`src/rtl/pq_pkg.sv`:
```
// Shared priority-queue types: key/value entry layout and the ordering helper.
package pq_pkg;

  localparam int unsigned KEY_W = 8;
  localparam int unsigned VAL_W = 8;

  typedef struct packed {
    logic [KEY_W-1:0] key;
    logic [VAL_W-1:0] value;
  } kv_t;

  // Ordering looks at the key only; smaller key means higher priority.
  function automatic logic kv_lt(input kv_t a, input kv_t b);
    return a.key < b.key;
  endfunction

endpackage

```
`src/rtl/scan_pq.sv`:
```
// Register-array priority queue presenting the minimum-key entry on kvo.
// Removal and replace trigger a linear scan of the compact array, one slot per cycle.
module scan_pq
  import pq_pkg::*;
#(
  parameter int unsigned DEPTH = 16
) (
  input  logic clk,
  input  logic rst,
  input  kv_t  kvi,
  input  logic enq,
  input  logic deq,
  output kv_t  kvo,
  output logic full,
  output logic empty,
  output logic busy
);

  localparam int unsigned CW = $clog2(DEPTH + 1);
  localparam int unsigned IW = (DEPTH > 1) ? $clog2(DEPTH) : 1;

  typedef enum logic {IDLE, SCAN} state_t;

  state_t        state;
  kv_t           slot [DEPTH];
  logic [CW-1:0] count;
  logic [IW-1:0] head_idx;
  logic [IW-1:0] scan_idx;
  logic [IW-1:0] last_idx;
  kv_t           min_kv;
  logic [IW-1:0] min_idx;

  logic          do_enq;
  logic          do_deq;
  logic          do_rep;
  kv_t           cand_kv;
  logic          take;
  kv_t           next_min;
  logic [IW-1:0] next_idx;

  assign full     = (count == CW'(DEPTH));
  assign empty    = (count == '0);
  assign last_idx = IW'(count - CW'(1));

  always_comb begin
    do_enq = 1'b0;
    do_deq = 1'b0;
    do_rep = 1'b0;
    if (state == IDLE) begin
      // enq&deq on an empty queue degrades to a plain enqueue
      if (enq && deq && !empty)
        do_rep = 1'b1;
      else if (enq && !full)
        do_enq = 1'b1;
      else if (deq && !enq && !empty)
        do_deq = 1'b1;
    end
  end

  always_comb begin
    cand_kv  = slot[scan_idx];
    take     = (scan_idx == '0) || kv_lt(cand_kv, min_kv);
    next_min = take ? cand_kv  : min_kv;
    next_idx = take ? scan_idx : min_idx;
  end

  always_ff @(posedge clk) begin
    if (!rst) begin
      state    <= IDLE;
      count    <= '0;
      kvo      <= '0;
      busy     <= 1'b0;
      head_idx <= '0;
      scan_idx <= '0;
      min_kv   <= '0;
      min_idx  <= '0;
    end else if (state == IDLE) begin
      if (do_enq) begin
        slot[IW'(count)] <= kvi;
        count            <= count + CW'(1);
        if (empty || kv_lt(kvi, kvo)) begin
          kvo      <= kvi;
          head_idx <= IW'(count);
        end
      end else if (do_rep) begin
        slot[head_idx] <= kvi;
        scan_idx       <= '0;
        busy           <= 1'b1;
        state          <= SCAN;
      end else if (do_deq) begin
        // Backfill the hole with the last entry to keep slots [0..count-1] compact
        slot[head_idx] <= slot[last_idx];
        count          <= count - CW'(1);
        if (count != CW'(1)) begin
          scan_idx <= '0;
          busy     <= 1'b1;
          state    <= SCAN;
        end
      end
    end else begin
      min_kv   <= next_min;
      min_idx  <= next_idx;
      scan_idx <= scan_idx + IW'(1);
      if (scan_idx == last_idx) begin
        kvo      <= next_min;
        head_idx <= next_idx;
        busy     <= 1'b0;
        state    <= IDLE;
      end
    end
  end

endmodule

```
`config.mk`:
```
export PLATFORM = sky130hd
export DESIGN_NAME = scan_pq
export DESIGN_NICKNAME = d
export VERILOG_FILES = /design/src/rtl/pq_pkg.sv /design/src/rtl/scan_pq.sv
export SDC_FILE = /design/constraint.sdc
export NUM_CORES = 1
export LEC_CHECK = 0
export CAP_MARGIN = 0
export CORE_MARGIN = 2
export CORE_UTILIZATION = 56
export DETAILED_ROUTE_END_ITERATION = 16
export PLACE_DENSITY_LB_ADDON = 0.05
export SYNTH_ARGS = -nofsm -noshare
export SYNTH_HDL_FRONTEND = slang
export SYNTH_SLANG_ARGS = --single-unit
export TNS_END_PERCENT = 100
```
`constraint.sdc`:
```
create_clock -name clk -period 3.8 [get_ports clk]
set_input_delay 0.57 -clock clk [delete_from_list [all_inputs] [get_ports clk]]
set_output_delay 0.57 -clock clk [all_outputs]
set_load 0.02 [all_outputs]
```
After elaboration in Yosys (flattened, before gate mapping)
Memory sizes are Yosys's and may differ from the RTL's. A register that Yosys moved wholly into a read port is not among the register bits.
Cells that the tools add are included.
- bits in registers: 51
- RAM bits: 256
- input port bits: 20
- output and inout bits: 19
- word-level logic and storage cells: 106
- memories: 1
- memories (name ; words ; bits a word ; rd ports ; clocked after Yosys merged registers in ; write ports ; RTL line ; text):
    slot ; 16 ; 16 ; 2 ; 1 ; 1 ; scan_pq.sv:25 ; kv_t slot [DEPTH];
- add/sub/neg operators: 3
- $lt $le $gt $ge: 2
- equal/unequal tests: 6
- multiplexer cells: 60
- bitwise operators: 2
- reduce and logical (&&, ||, !) cells: 22
- operators by type and width (cell ; count):
    16-bit two-way mux ; 7
    4-bit two-way mux ; 13
    1-bit two-way mux ; 37
    8-bit < comparator ; 2
    16-bit OR reduction ; 1
    5-bit two-way mux ; 3
    3-bit AND reduction ; 3
    2-bit nonzero test ; 3
    3-bit nonzero test ; 2
    5-bit by 1-bit adder with 5-bit output (second input constant) ; 1
    5-bit equality test (second input constant) ; 1
    1-bit logical AND ; 5
    5-bit zero test ; 1
    5-bit by 1-bit inequality test with 1-bit output (second input constant) ; 1
    5-bit by 1-bit subtractor with 5-bit output (second input constant) ; 1
    4-bit by 1-bit adder with 4-bit output (second input constant) ; 1
    4-bit equality test ; 1
    4-bit zero test ; 1
    2-bit inequality test (second input constant) ; 2
    4-bit AND reduction ; 1
    1-bit zero test ; 3
    1-bit logical OR ; 2
    2-bit by 1-bit inequality test with 1-bit output (second input constant) ; 1
    1-bit NOT ; 1
    1-bit bitwise OR ; 1

Logic depth before layout (Yosys ltp)
- word-level depth: 16
- gate-level depth with buffers: 13
- gate-level depth less buffers: 9

Worst setup path after synthesis
OpenSTA, ideal clock, no wires.
- path kind: reg2reg
- start: register with a tool-made name
- end: register head_idx[2]
- library setup time: 0.120 ns
- data arrival time: 3.774 ns
- required time: 3.680 ns
- slack: -0.093 ns
- cell stages (with the launch flop): 13
- buffers on the path: 3
- period minus slack after synthesis: 3.893 ns
- cells stage by stage: dfxtp_1 -> buf_6 -> buf_2 -> mux4_2 -> mux4_2 -> ha_1 -> a211oi_1 -> nand2_1 -> or2_2 -> or3_1 -> buf_2 -> and4_4 -> o31a_1
- RTL lines (what ; RTL line ; text):
    end signal, assigned ; scan_pq.sv:83 ; head_idx <= IW'(count);
    end signal, assigned ; scan_pq.sv:106 ; head_idx <= next_idx;
    end, declared ; scan_pq.sv:27 ; logic [IW-1:0] head_idx;

==> impl_metrics.ini <==
[outcome]
status = complete, no violations

[finish]
drive_gt1_share_pct = 33.59
area_growth_pct = 16.33
nets = 1038
antennaDiodeCount = 0
nFillCells = 1809
layout.cells.non_filler = 1365

[power_and_ir_drop]
p_seq_share_pct = 32.8
p_per_area_nw_per_um2 = 758.3
p_leak_nw = 5.510
vdd_ir_drop_max_uv = 422.0
internal-power_mw = 8.836
swShare_pct = 33.99
combinationalPowerShare_pct = 43.5
p_sw_mw = 4.549
clkPwrFrac_pct = 23.8

[sta]
skew_ps = 19.14
post-route-period-util_pct = 96.07
final.min_clock_period_ps = 3651
slew_violations = 0
fmax_mhz = 273.9
tns_ps = 0
worst_slew_pin_slew_ps = 754.1
whs_ps = 478.4
hold_viol = 0
relSlewSlack_pct = 49.49
finalSetupViolations = 0
rsz0062_at_grt = false

[cts]
numClockSinks = 311
clock_latency_ps = 520
cts.htree.levels = 2
root_buffer = clkbuf_16
cts_hold_buf = 0
cts_buffer_depth = 3
cts_tree = yes
cts.reportedPaths.clkPinSlew_ps = 60
cts_buffers = 35

[global_route]
antenna_found_initial = 1
track_usage_pct = 29.14
grt_max_degree = 73
grt_pass1_vias = 9747
grt_pass1_wl_um = 60430
grt.overflow.total = 0

[worst_setup_path]
crit_fanout = 14
endpoint_kind = flop
r2r_setup_slack_ps = 150
start_kind = flop
required_ps = 4200
criticalPathCategory = flop to flop
cp.arrival_ps = 4050

[run]
drv_cap = 0

[floorplanning]
design.die.area_um2 = 28430
fp.dieH_um = 168.6
die_w_um = 168.6
core_um2 = 26800
start_util_pct = 56.62
io_pins = 39
rows = 60

[routing]
wirelength_um = 40050
drc = 0
wire_per_inst_um = 29.34
ant_nets = 0
dr.pass1.iters = 5
vias = 9573
vias_per_cell = 7.013
drt-initial-drc-count = 1040

[synthesis]
yosys-top-cells-area = edfxtp_1 (51%), mux4_2 (23%), dfxtp_1 (7.3%), ha_1 (1.6%), mux2_2 (1.5%)
synth_top_area_share_pct = 50.66
ys_warn_count = 0
synth_seq_cells = 311
synth_area_per_cell_um2 = 16.49
async_flop_share_pct = 0
syn_inst = 920
synth_top_flop_cell = edfxtp_1
ys_types = 64
synth_top_area_cell = edfxtp_1
syn_nets = 960
synth_edf_count = 256
syn_area_um2 = 15170
synth-seq-area-share_pct = 57.92

[placed_design]
numPortBuffers = 38
dp_hpwl_um = 25420
gp_congestion = 0.8561
dp.cells = 1301

[min_path]
min_path_type = flop to flop
routing by layer:
| metal | vias up | routed length (µm) | GRT usage (%) |
|---|---|---|---|
| li1 | 3985 | - | - |
| met1 | 4950 | 15400 | 40.15 |
| met2 | 540 | 19980 | 47.65 |
| met3 | 96 | 3507 | 5.845 |
| met4 | 2 | 1149 | 9.258 |
| met5 | - | 13 | 0 |
sequential cells by signal, indices dropped and copies added, names as in the netlist, named ones only:
register,flops
slot,256
head_idx,4
busy,1
count,5
min_idx,4
scan_idx,4
min_kv,16
state,1
kvo,16
path summary, 6_finish.rpt:
kind,from,endpoint,cells after the start
min,min_kv[0]$_SDFFE_PN0P_,min_kv[0]$_SDFFE_PN0P_,2
max reg2reg,flop,head_idx[3]$_SDFFE_PN0P_,10
max,flop,head_idx[3]$_SDFFE_PN0P_,10
min reg2reg,min_kv[0]$_SDFFE_PN0P_,min_kv[0]$_SDFFE_PN0P_,2
worst max-delay path, cell delays in order (launching register included):
cell and delay [ps]:
dfxtp_4 380, buf_12 170, mux4_2 510, mux4_2 520
ha_1 340, a211oi_2 290, inv_1 80, or3_1 330
or4b_2 640, a22oi_2 170, o32ai_1 100
kinds of logic (layout without fill, tap and decap cells):
group | Yosys count | after routing | share of synthesized area, %
multiplexers | 183 | 183 | 25.48
AND/OR/NAND/NOR | 176 | 176 | 6.267
adder cells (fa/ha/maj) | 20 | 20 | 1.649
AO/OA/AOI/OAI | 123 | 123 | 5.302
XOR/XNOR | 11 | 11 | 0.7256
flip-flops | 311 | 311 | 57.92
buffers and inverters | 96 | 200 | 2.663
synthesized netlist by cell type, drive strengths merged (2+ instances only):
library cell and count:
mux2i 3, nand2b 17, xnor2 4, mux4 160
nor3 27, or2 2, nor2b 2, nand3 17
a211oi 4, and4 2, a311oi 2, a31oi 6
nand4 9, a22oi 2, or3 3, o31ai 10
clkbuf 32, xor2 6, nor3b 4, nor4b 9
o21ai 30, o32ai 8, a21oi 40, o211ai 4
buf 36, inv 27, edfxtp 256, ha 20
nor2 37, and3 3, o311ai 4, dfxtp 55
nor4 15, o21a 2, mux2 20, nand2 25
cell type report:
class	instances	area, µm²	share of cell area [%]
Sequential cell	311	8798	49.84
Multi-Input combinational cell	513	6073	34.41
Timing Repair Buffer	109	1164	6.592
Clock buffer	39	933.4	5.288
Tap cell	341	426.7	2.417
Clock inverter	24	151.4	0.8577
Inverter	28	105.1	0.5954
what timing repair did:
item / CTS / global route
setup buffers: 0 / 1
resized for setup: 0 / 4
endpoints found under the setup margin: 0 / 15
placed cells by master (no fill, tap or decap), types with 8 or more instances in the layout:
cell / instances
o21ai_0: 26
o31ai_1: 10
nand2b_1: 17
clkinv_2: 8
nand2_1: 25
nor3_1: 25
mux4_2: 158
clkdlybuf4s50_1: 38
a21oi_1: 38
buf_4: 51
nor2_1: 20
nor2_2: 17
clkbuf_16: 37
nor4b_1: 9
edfxtp_1: 256
mux2_2: 20
ha_1: 19
nand4_1: 9
buf_12: 20
nand3_1: 17
dfxtp_1: 51
nor4_1: 15
inv_1: 26
clkinv_1: 10
o32ai_1: 8
power groups by stage:
stage	Combinational [mW]	Clock (mW)	Sequential, mW
final	5.82	3.18	4.39
after global routing	6.22	3.35	4.42
after CTS	5.80	3.21	4.38
after detailed placement	5.77	0	4.45
after global placement	5.65	0	4.43
after floorplan	3.80	0	4.50
stage by stage:
step,setup slack (ps),power [mW],area [µm²],util [%]
after CTS,36.34,13.40,17630,65.77
after global routing,11.43,13.98,17650,65.86
after floorplan,1.967,8.298,15180,-
after global placement,84.43,10.08,16540,61.72
final,149.4,13.39,17650,65.86
after detailed placement,32.53,10.23,16540,61.72
Note: power is estimated with default switching activity, not from simulation.
